--- src/rtl/free_list_allocator.sv ---
// Rename free list: circular buffer of free physical registers, two grants per cycle.
// Define FREE_LIST_DUP_CHECK_EN to add an in-list bitmap that rejects double frees.
module free_list_allocator #(
    parameter int NUM_PREGS = 64,
    parameter int NUM_AREGS = 32
) (
    input  logic                         i_clk,
    input  logic                         i_rst_n,
    input  logic [1:0]                   i_alloc_req,
    output logic                         o_alloc_ready,
    output logic [$clog2(NUM_PREGS)-1:0] o_free_pregs [0:1],
    input  logic [1:0]                   i_free_valid,
    input  logic [$clog2(NUM_PREGS)-1:0] i_free_pregs [0:1],
    output logic                         o_err
);

    localparam int PW    = $clog2(NUM_PREGS);
    localparam int DEPTH = NUM_PREGS - NUM_AREGS;
    localparam int IW    = $clog2(DEPTH);
    localparam int CW    = IW + 1;

    typedef logic [PW-1:0] preg_t;
    typedef logic [IW-1:0] idx_t;
    typedef logic [IW:0]   ptr_t;

    preg_t          fl_q [DEPTH];
    ptr_t           head_q;
    ptr_t           tail_q;
    logic [CW-1:0]  count_q;
    logic           err_q;

    logic [1:0]     pop_n;
    logic [1:0]     push_n;
    logic [CW:0]    space;
    logic           rel0, rel1;
    logic           cand0, cand1;
    logic           acc0, acc1;
    logic           ovf;
    logic           dup_err;
    idx_t           head_idx, head1_idx;
    idx_t           wr0_idx, wr1_idx;

    function automatic idx_t inc_idx(idx_t i);
        return (i == IW'(DEPTH - 1)) ? '0 : i + 1'b1;
    endfunction

    // Advance by 0..2 modulo DEPTH, toggling the wrap bit on crossing.
    function automatic ptr_t adv(ptr_t p, logic [1:0] n);
        logic [IW+1:0] s;
        logic          w;
        s = {2'b00, p[IW-1:0]} + {{IW{1'b0}}, n};
        w = p[IW];
        if (s >= (IW+2)'(DEPTH)) begin
            s = s - (IW+2)'(DEPTH);
            w = ~w;
        end
        return {w, s[IW-1:0]};
    endfunction

    assign head_idx  = head_q[IW-1:0];
    assign head1_idx = inc_idx(head_idx);

    assign o_alloc_ready   = (count_q >= CW'(2));
    assign o_free_pregs[0] = fl_q[head_idx];
    assign o_free_pregs[1] = i_alloc_req[0] ? fl_q[head1_idx]
                                            : fl_q[head_idx];
    assign o_err           = err_q;

    assign pop_n = o_alloc_ready
                 ? ({1'b0, i_alloc_req[0]} + {1'b0, i_alloc_req[1]})
                 : 2'd0;

    assign rel0 = i_free_valid[0] && (i_free_pregs[0] != '0);
    assign rel1 = i_free_valid[1] && (i_free_pregs[1] != '0);

`ifdef FREE_LIST_DUP_CHECK_EN
    logic [NUM_PREGS-1:0] inlist_q;
    logic                 dup0, dup1;

    assign dup0 = rel0 && inlist_q[i_free_pregs[0]];
    assign dup1 = rel1 && (inlist_q[i_free_pregs[1]] ||
                           (rel0 && (i_free_pregs[1] == i_free_pregs[0])));
    assign cand0   = rel0 && !dup0;
    assign cand1   = rel1 && !dup1;
    assign dup_err = dup0 || dup1;

    // Popped and pushed pregs never coincide: a push needs a clear bit.
    always_ff @(posedge i_clk or negedge i_rst_n) begin
        if (!i_rst_n) begin
            for (int k = 0; k < NUM_PREGS; k++) begin
                inlist_q[k] <= (k >= NUM_AREGS);
            end
        end else begin
            if (pop_n != 2'd0) begin
                inlist_q[fl_q[head_idx]] <= 1'b0;
            end
            if (pop_n == 2'd2) begin
                inlist_q[fl_q[head1_idx]] <= 1'b0;
            end
            if (acc0) begin
                inlist_q[i_free_pregs[0]] <= 1'b1;
            end
            if (acc1) begin
                inlist_q[i_free_pregs[1]] <= 1'b1;
            end
        end
    end
`else
    assign cand0   = rel0;
    assign cand1   = rel1;
    assign dup_err = 1'b0;
`endif

    // Slots freed by this cycle's pops are reusable by this cycle's pushes.
    assign space = (CW+1)'(DEPTH) - {1'b0, count_q} + (CW+1)'(pop_n);

    assign acc0 = cand0 && (space >= (CW+1)'(1));
    assign acc1 = cand1 && (acc0 ? (space >= (CW+1)'(2))
                                 : (space >= (CW+1)'(1)));
    assign ovf  = (cand0 && !acc0) || (cand1 && !acc1);

    assign push_n  = {1'b0, acc0} + {1'b0, acc1};
    assign wr0_idx = tail_q[IW-1:0];
    assign wr1_idx = acc0 ? inc_idx(tail_q[IW-1:0]) : tail_q[IW-1:0];

    always_ff @(posedge i_clk or negedge i_rst_n) begin
        if (!i_rst_n) begin
            for (int k = 0; k < DEPTH; k++) begin
                fl_q[k] <= PW'(NUM_AREGS + k);
            end
            head_q  <= '0;
            tail_q  <= {1'b1, {IW{1'b0}}};
            count_q <= CW'(DEPTH);
            err_q   <= 1'b0;
        end else begin
            if (acc0) begin
                fl_q[wr0_idx] <= i_free_pregs[0];
            end
            if (acc1) begin
                fl_q[wr1_idx] <= i_free_pregs[1];
            end
            head_q  <= adv(head_q, pop_n);
            tail_q  <= adv(tail_q, push_n);
            count_q <= count_q - CW'(pop_n) + CW'(push_n);
            err_q   <= err_q | ovf | dup_err;
        end
    end

endmodule

--- config.mk ---
export PLATFORM = sky130hd
export DESIGN_NAME = free_list_allocator
export DESIGN_NICKNAME = d
export VERILOG_FILES = /design/src/rtl/free_list_allocator.sv
export SDC_FILE = /design/constraint.sdc
export NUM_CORES = 1
export LEC_CHECK = 0
export ABC_AREA = 1
export CORE_ASPECT_RATIO = 1.5
export CORE_MARGIN = 5
export CORE_UTILIZATION = 37
export DETAILED_ROUTE_END_ITERATION = 10
export PLACE_DENSITY = 0.56
export SYNTH_ARGS = -nofsm -noshare
export SYNTH_HDL_FRONTEND = slang
export SYNTH_SLANG_ARGS = --single-unit
--- constraint.sdc ---
create_clock -name i_clk -period 5 [get_ports i_clk]
set_input_delay 1 -clock i_clk [delete_from_list [all_inputs] [get_ports i_clk]]
set_output_delay 1 -clock i_clk [all_outputs]
set_load 0.02 [all_outputs]
==> results of run 1 <==
-- path summary, 6_finish.rpt --
path                                      start                   end
setup / recovery            head_q[1]$_DFF_PN0_       o_free_pregs[5]
hold / removal                          i_rst_n   fl_q[159]$_DFF_PN0_
max in group asynchronous               i_rst_n    fl_q[80]$_DFF_PN0_
min in group i_clk          head_q[3]$_DFF_PN0_   head_q[3]$_DFF_PN0_
setup reg to reg           count_q[5]$_DFF_PN1_  count_q[4]$_DFF_PN0_
hold reg to reg             head_q[3]$_DFF_PN0_   head_q[3]$_DFF_PN0_
-- synthesized netlist by cell type (8+ instances only) --
| cell | n | area share (%) |
|---|---|---|
| sky130_fd_sc_hd__a21oi_1 | 98 | 3.1 |
| sky130_fd_sc_hd__buf_4 | 13 | 0.61 |
| sky130_fd_sc_hd__clkbuf_1 | 127 | 3.0 |
| sky130_fd_sc_hd__nor2_1 | 142 | 3.3 |
| sky130_fd_sc_hd__nand3_1 | 256 | 8.0 |
| sky130_fd_sc_hd__nand4_1 | 26 | 1.0 |
| sky130_fd_sc_hd__nand2_1 | 737 | 17 |
| sky130_fd_sc_hd__xor2_1 | 11 | 0.60 |
| sky130_fd_sc_hd__dfstp_2 | 113 | 19 |
| sky130_fd_sc_hd__o21bai_1 | 24 | 1.1 |
| sky130_fd_sc_hd__dfrtp_1 | 96 | 15 |
| sky130_fd_sc_hd__buf_2 | 52 | 1.6 |
| sky130_fd_sc_hd__o22ai_1 | 8 | 0.31 |
| sky130_fd_sc_hd__o21ai_0 | 441 | 14 |
| sky130_fd_sc_hd__buf_1 | 12 | 0.28 |
| sky130_fd_sc_hd__ha_1 | 28 | 2.2 |
| sky130_fd_sc_hd__inv_1 | 142 | 3.3 |
| sky130_fd_sc_hd__o221ai_1 | 17 | 0.93 |
| sky130_fd_sc_hd__o211ai_1 | 51 | 2.4 |
-- report_power, final --
| part | switching [mW] | total (mW) | internal [mW] |
|---|---|---|---|
| Combinational | 5.94 | 8.73 | 2.79 |
| Clock | 0.818 | 1.87 | 1.05 |
| Sequential | 0.676 | 3.42 | 2.74 |
| Total | 7.44 | 14.0 | 6.58 |
-- routing by layer --
metal / GRT usage, % / vias up / share of wire [%]
li1: - / 8072 / -
met1: 32.6 / 8246 / 37
met2: 47.9 / 853 / 48
met3: 3.40 / 272 / 6.9
met4: 18.3 / 0 / 8.1
met5: 0 / - / 0
-- final cells by class --
cell class	instances	area, sq um	share of cell area (%)
clock buffers	41	767	4.31
clock inverters	7	53.8	0.302
inverters	150	566	3.18
multi-input cells	1885	9130	51.3
flip-flops and latches	209	5380	30.2
well taps	570	713	4.01
repair buffers	139	1190	6.71
-- critical path, cell delays in order, from the launching register on --
cell and delay, ns:
sky130_fd_sc_hd__dfrtp_2 0.45, sky130_fd_sc_hd__ha_2 0.22, sky130_fd_sc_hd__nand2_1 0.05, sky130_fd_sc_hd__nor2_1 0.09
sky130_fd_sc_hd__ha_1 0.25, sky130_fd_sc_hd__nor2_4 0.07, sky130_fd_sc_hd__inv_2 0.25, sky130_fd_sc_hd__buf_12 0.28
sky130_fd_sc_hd__nor2_1 0.06, sky130_fd_sc_hd__o221ai_1 0.31, sky130_fd_sc_hd__o211ai_1 0.25, sky130_fd_sc_hd__nand3_1 0.17
sky130_fd_sc_hd__nand3_1 0.10, sky130_fd_sc_hd__nand2_1 0.12, sky130_fd_sc_hd__clkdlybuf4s50_1 0.63
-- sequential cells by signal, summed over array words and instances, names as in the netlist --
name / flops
count_q: 6
head_q: 5
fl_q: 192
tail_q: 5
o_err: 1
-- kinds of logic (layout without fill, tap and decap cells) --
group           Yosys count  count (layout)  synth area share [%]
fa+ha+maj                31              31                  2.58
flops                   209             209                  33.7
compound gates          650             650                  22.2
simple gates           1188            1188                  31.4
xor+xnor                 16              16                 0.880
buf+inv                 356             337                  9.21
-- cells in the final DEF (no fill, tap or decap), types with 51 or more instances in the layout --
cell type                  Yosys  final
sky130_fd_sc_hd__o211ai_1     51     51
sky130_fd_sc_hd__nand3_1     256    256
sky130_fd_sc_hd__a21oi_1      98     98
sky130_fd_sc_hd__buf_4        13     97
sky130_fd_sc_hd__dfstp_2     113    113
sky130_fd_sc_hd__nor2_1      142    138
sky130_fd_sc_hd__inv_1       142    140
sky130_fd_sc_hd__o21ai_0     441    438
sky130_fd_sc_hd__nand2_1     737    737
sky130_fd_sc_hd__dfrtp_1      96     94
==> impl_metrics.csv, run 1 <==
group,metric,value,unit
route,ant_nets,0,
pwr,power.ir.vdd_worst,0.000357,V
setup_path,endpoint_kind,"primary output",
setup_path,timing.critical_path.required,4.00,ns
cells_and_area,antenna_cells,0,
placed_design,postPlaceCellArea,16900,sq um
timing,worst_slew_margin_rel,19.3,%
placed_design,finalWeightedCongestion,0.957,
die,coreArea,42800,sq um
route,initialDrtViolationCount,1907,
setup_path,criticalPathCategory,"reg -> out",
cts,cts.root.buffer_cell,"sky130_fd_sc_hd__clkbuf_16",
die,initial_utilization,37.2,%
grt,globalRoute.totalOverflow,0,
synth,synth_area,15900,sq um
cts,clk_pin_slew_worst_paths,0.06,ns
timing,setup_violations,0,
flow_run,drv.max_cap_violation_count,0,
die,die_h,264,um
timing,max_freq,0.204,GHz
timing,least_setup_slack_across_all_paths_after_layout,0.105,ns
cells_and_area,final_net_count,2460,
cts,ctsHoldBuffers,0,
cells_and_area,nFillCells,4562,
cts,cts-root-to-sink-buffers,3,
pwr,totalPowerFinal,14.0,mW
grt,antenna_found_initial,0,
die,i_o_pins,32,
pwr,power.density_cell_area,788,nW/um^2
pwr,leakage,8.00,nW
synth,syn_nets,2499,
synth,yosysSeqAreaShare,33.7,%
route,vias_per_cell,5.81,
placed_design,dp.cells,2953,
cells_and_area,drive_gt1_share,12.5,%
timing,hold_viol,0,
die,fp-row-count,93,
cts,post_cts.resized_instances,2,
synth,synth.avg_cell_area,6.50,sq um
route,routed_wire_length_per_instance,22.9,um
cells_and_area,final_instance_area,17800,sq um
placed_design,io_buffer_count,31,
setup_path,worstPathMaxFanout,43,
synth,synth_cells,2450,
grt,gr-usage-all-layers,27.9,%
setup_path,crit_arrival,3.90,ns
synth,number_of_flops_mapped_to_enable_cells_by_yosys,0,
synth,synth-warning-count,0,
setup_path,timing.reg2reg.setup_slack,0.83,ns
die,design.die.area,47400,sq um
cells_and_area,utilization,41.6,%
setup_path,worst_r2r_path_depth,24,
timing,tightest_slew,1.21,ns
synth,synth_top_flop_cell,"sky130_fd_sc_hd__dfstp_2",
grt,global_route_wire_length_before_repair,103000,um
grt,grt_start_max_net_pins,93,
timing,clock_skew_after_layout,0.0240,ns
timing,fin_worst_hold_slack,0.435,ns
setup_path,crit_path_start_kind,"flip-flop",
timing,final.min_clock_period,4.90,ns
timing,rsz0062_at_grt,"true",
min_path,hold_path.class,"in -> async",
synth,yosys_register_bits,209,
route,vias,17400,
timing,final.period_utilization,97.9,%
status,outcome,"finished clean",
synth,synth_cell_types,40,
grt,via_count_of_the_first_global_routing_pass,16600,
cts,ctsHtreeMaxLevel,1,
route,wirelength,68800,um
cts,tritoncts_clock_tree,"done",
die,floorplan.die.width,179,um
placed_design,pre_cts_ws,-0.0306,ns
route,drt_pre_antenna_iters,6,
cts,numClockSinks,209,
synth,async_flop_share,100,%
cts,later_pin_clock_latency_in_the_skew_report,0.57,ns
cts,tritoncts.num_buffers,26,
cts,cts_setup_buffers,0,
route,remaining_drc_errors,0,
timing,finalSetupTns,0,ns
cells_and_area,final_std_cells_w_o_fill,3001,
timing,slew_violations,0,
placed_design,dp_hpwl,46000,um
cells_and_area,flow.area_growth_from_synthesis,11.7,%
No activity file was read; power rests on OpenSTA's default activity.
==> inputs of run 2 (changes only) <==
Settings changed: GPL_ROUTABILITY_DRIVEN from default to 0, PLACE_DENSITY 0.56 to 0.54.
==> impl_metrics.csv, run 2 (synthesis gave the netlist of run 1 again) <==
group,metric,value,unit
grt,global_route_wire_length_before_repair,102000,um
cts,ctsHtreeMaxLevel,1,
die,die_h,264,um
min_path,hold_path.class,"in -> async",
timing,hold_viol,0,
timing,final.min_clock_period,4.87,ns
die,i_o_pins,32,
die,initial_utilization,37.2,%
pwr,pwr-share-comb,61.4,%
timing,tightest_slew,1.10,ns
status,outcome,"finished clean",
flow_run,drv.max_cap_violation_count,0,
route,remaining_drc_errors,0,
setup_path,endpoint_kind,"primary output",
cells_and_area,final_std_cells_w_o_fill,2995,
route,vias_per_cell,5.81,
die,design.die.area,47400,sq um
pwr,power.density_cell_area,789,nW/um^2
cells_and_area,commonest_non_fill_non_tap_cell_in_the_layout,"sky130_fd_sc_hd__nand2_1",
cells_and_area,drive_gt1_share,12.4,%
placed_design,pre_cts_ws,0.0273,ns
setup_path,timing.critical_path.required,4.00,ns
cells_and_area,final_net_count,2454,
setup_path,crit_path_start_kind,"flip-flop",
setup_path,critical_path_s_largest_stage_delay,0.60,ns
pwr,totalPowerFinal,14.1,mW
setup_path,crit_path_frequent_cell,"sky130_fd_sc_hd__nand3_1",
cts,cts.root.buffer_cell,"sky130_fd_sc_hd__clkbuf_16",
cts,tritoncts.num_buffers,26,
timing,rsz0062_at_grt,"true",
route,vias,17400,
pwr,power_switching_share,52.6,%
timing,final.period_utilization,97.3,%
timing,slew_violations,0,
cts,tritoncts_clock_tree,"done",
cells_and_area,final_instance_area,17800,sq um
cells_and_area,layout_top_registers,"fl_q x192, count_q x6",
pwr,power_internal,6.67,mW
placed_design,dp.cells,2946,
grt,antenna_found_initial,1,
placed_design,postPlaceCellArea,16900,sq um
placed_design,io_buffer_count,31,
cells_and_area,flow.area_growth_from_synthesis,12.0,%
grt,via_count_of_the_first_global_routing_pass,16200,
grt,globalRoute.totalOverflow,0,
timing,clock_skew_after_layout,0.0181,ns
timing,least_setup_slack_across_all_paths_after_layout,0.134,ns
cts,later_pin_clock_latency_in_the_skew_report,0.57,ns
cells_and_area,regMostFlops,"fl_q",
die,floorplan.die.width,179,um
timing,worst_slew_margin_rel,26.7,%
cts,ctsHoldBuffers,0,
timing,setup_violations,0,
grt,gr-usage-all-layers,27.6,%
pwr,power.sequential.fraction,24.3,%
route,initialDrtViolationCount,1845,
cts,clk_pin_slew_worst_paths,0.06,ns
setup_path,crit_chain,"ha_2, nand2_1, nor2_1, ha_1, nor2_4, buf_6, o21ai_0, o211ai_1, nand3_1, nand3_1, nand3_1, nand2_1, clkdlybuf4s50_1",
route,routed_wire_length_per_instance,22.7,um
pwr,leakage,8.02,nW
setup_path,worst_r2r_startpoint,"count_q[5]$_DFF_PN1_",
setup_path,cpMaxStageDelayCell,"sky130_fd_sc_hd__clkdlybuf4s50_1",
route,drt_pre_antenna_iters,6,
cells_and_area,layout_common_cells,"sky130_fd_sc_hd__nand2_1, sky130_fd_sc_hd__o21ai_0, sky130_fd_sc_hd__nand3_1",
route,ant_nets,0,
grt,grt_start_max_net_pins,85,
pwr,power.ir.vdd_worst,0.000548,V
die,coreArea,42800,sq um
setup_path,criticalPathCategory,"reg -> out",
cells_and_area,nFillCells,4629,
cells_and_area,antenna_cells,0,
placed_design,dp_hpwl,45000,um
pwr,netSwitchingPower,7.40,mW
timing,max_freq,0.206,GHz
route,wirelength,67900,um
setup_path,worstPathMaxFanout,43,
timing,finalSetupTns,0,ns
cells_and_area,largest_reg_flops,192,
cts,cts-root-to-sink-buffers,3,
setup_path,critical_path.startpoint,"head_q[0]$_DFF_PN0_",
setup_path,crit_arrival,3.87,ns
cts,numClockSinks,209,
die,fp-row-count,93,
pwr,clock_power_share,14.3,%
-- run 2: changes by cell type in the layout (fill, tap and decap cells not counted), sizes merged --
cell,previous run,this run
buf,115,109
bufinv,0,3
clkbuf,41,37
clkinv,5,8
clkinvlp,3,1
-- run 2: layer usage --
layer / vias to the layer above / part of all wire (%) / track usage (%)
met5: - / 0 / 0
met4: 0 / 8.4 / 19.0
met3: 265 / 7.5 / 3.58
li1: 8051 / - / -
met2: 881 / 47 / 45.8
met1: 8205 / 37 / 33.2
-- run 2: final timing paths --
| path | end | slack [ns] | depth (start not counted) |
|---|---|---|---|
| hold / removal | fl_q[18]$_DFF_PN0_ | 0.40 | 1 |
| setup reg to reg | count_q[4]$_DFF_PN0_ | 0.83 | 24 |
| setup / recovery | o_free_pregs[1] | 0.13 | 13 |
| hold reg to reg | o_err$_DFF_PN0_ | 0.51 | 2 |
| max in group asynchronous | fl_q[100]$_DFF_PN0_ | 3.34 | 2 |
| min in group i_clk | o_err$_DFF_PN0_ | 0.51 | 2 |
-- run 2: through the flow --
| step | util [%] | hold WS (ns) |
|---|---|---|
| final | 41.7 | 0.405 |
| after global routing | 41.7 | 0.464 |
| after CTS | 41.6 | 0.441 |
| after detailed placement | 39.6 | 0.480 |
| after global placement | 39.6 | 0.480 |
| after floorplan | - | 0.463 |
-- run 2: timing repair --
action | 4_1_cts | 5_1_grt
gates resized for setup | 0 | 3
hold endpoints to repair | 0 | 0
setup endpoints to repair | 0 | 6
setup buffers | 0 | 1
-- run 2: cell type report --
cell class	instances	area, sq um	area share (%)
Multi-Input combinational cell	1885	9120	51.1
Inverter	150	569	3.19
Timing Repair Buffer	133	1180	6.63
Tap cell	570	713	4.00
Clock inverter	11	149	0.834
Sequential cell	209	5380	30.1
Clock buffer	37	732	4.10
-- run 2: power by group through the flow --
stage               Combinational (mW)  Sequential, mW  Clock (mW)
detailed placement                8.42            3.43           0
CTS                               8.45            3.41        2.04
global placement                  8.33            3.42           0
finish                            8.65            3.42        2.01
floorplan                         5.57            3.10           0
global route                      9.43            3.50        2.09
-- run 2: critical path: cells and delay by family (launching register included) --
| family | cells | cell delay, ns |
|---|---|---|
| compound gates | 2 | 0.50 |
| buf+inv | 2 | 0.91 |
| fa+ha+maj | 2 | 0.45 |
| simple gates | 7 | 0.90 |
| flops | 1 | 0.50 |
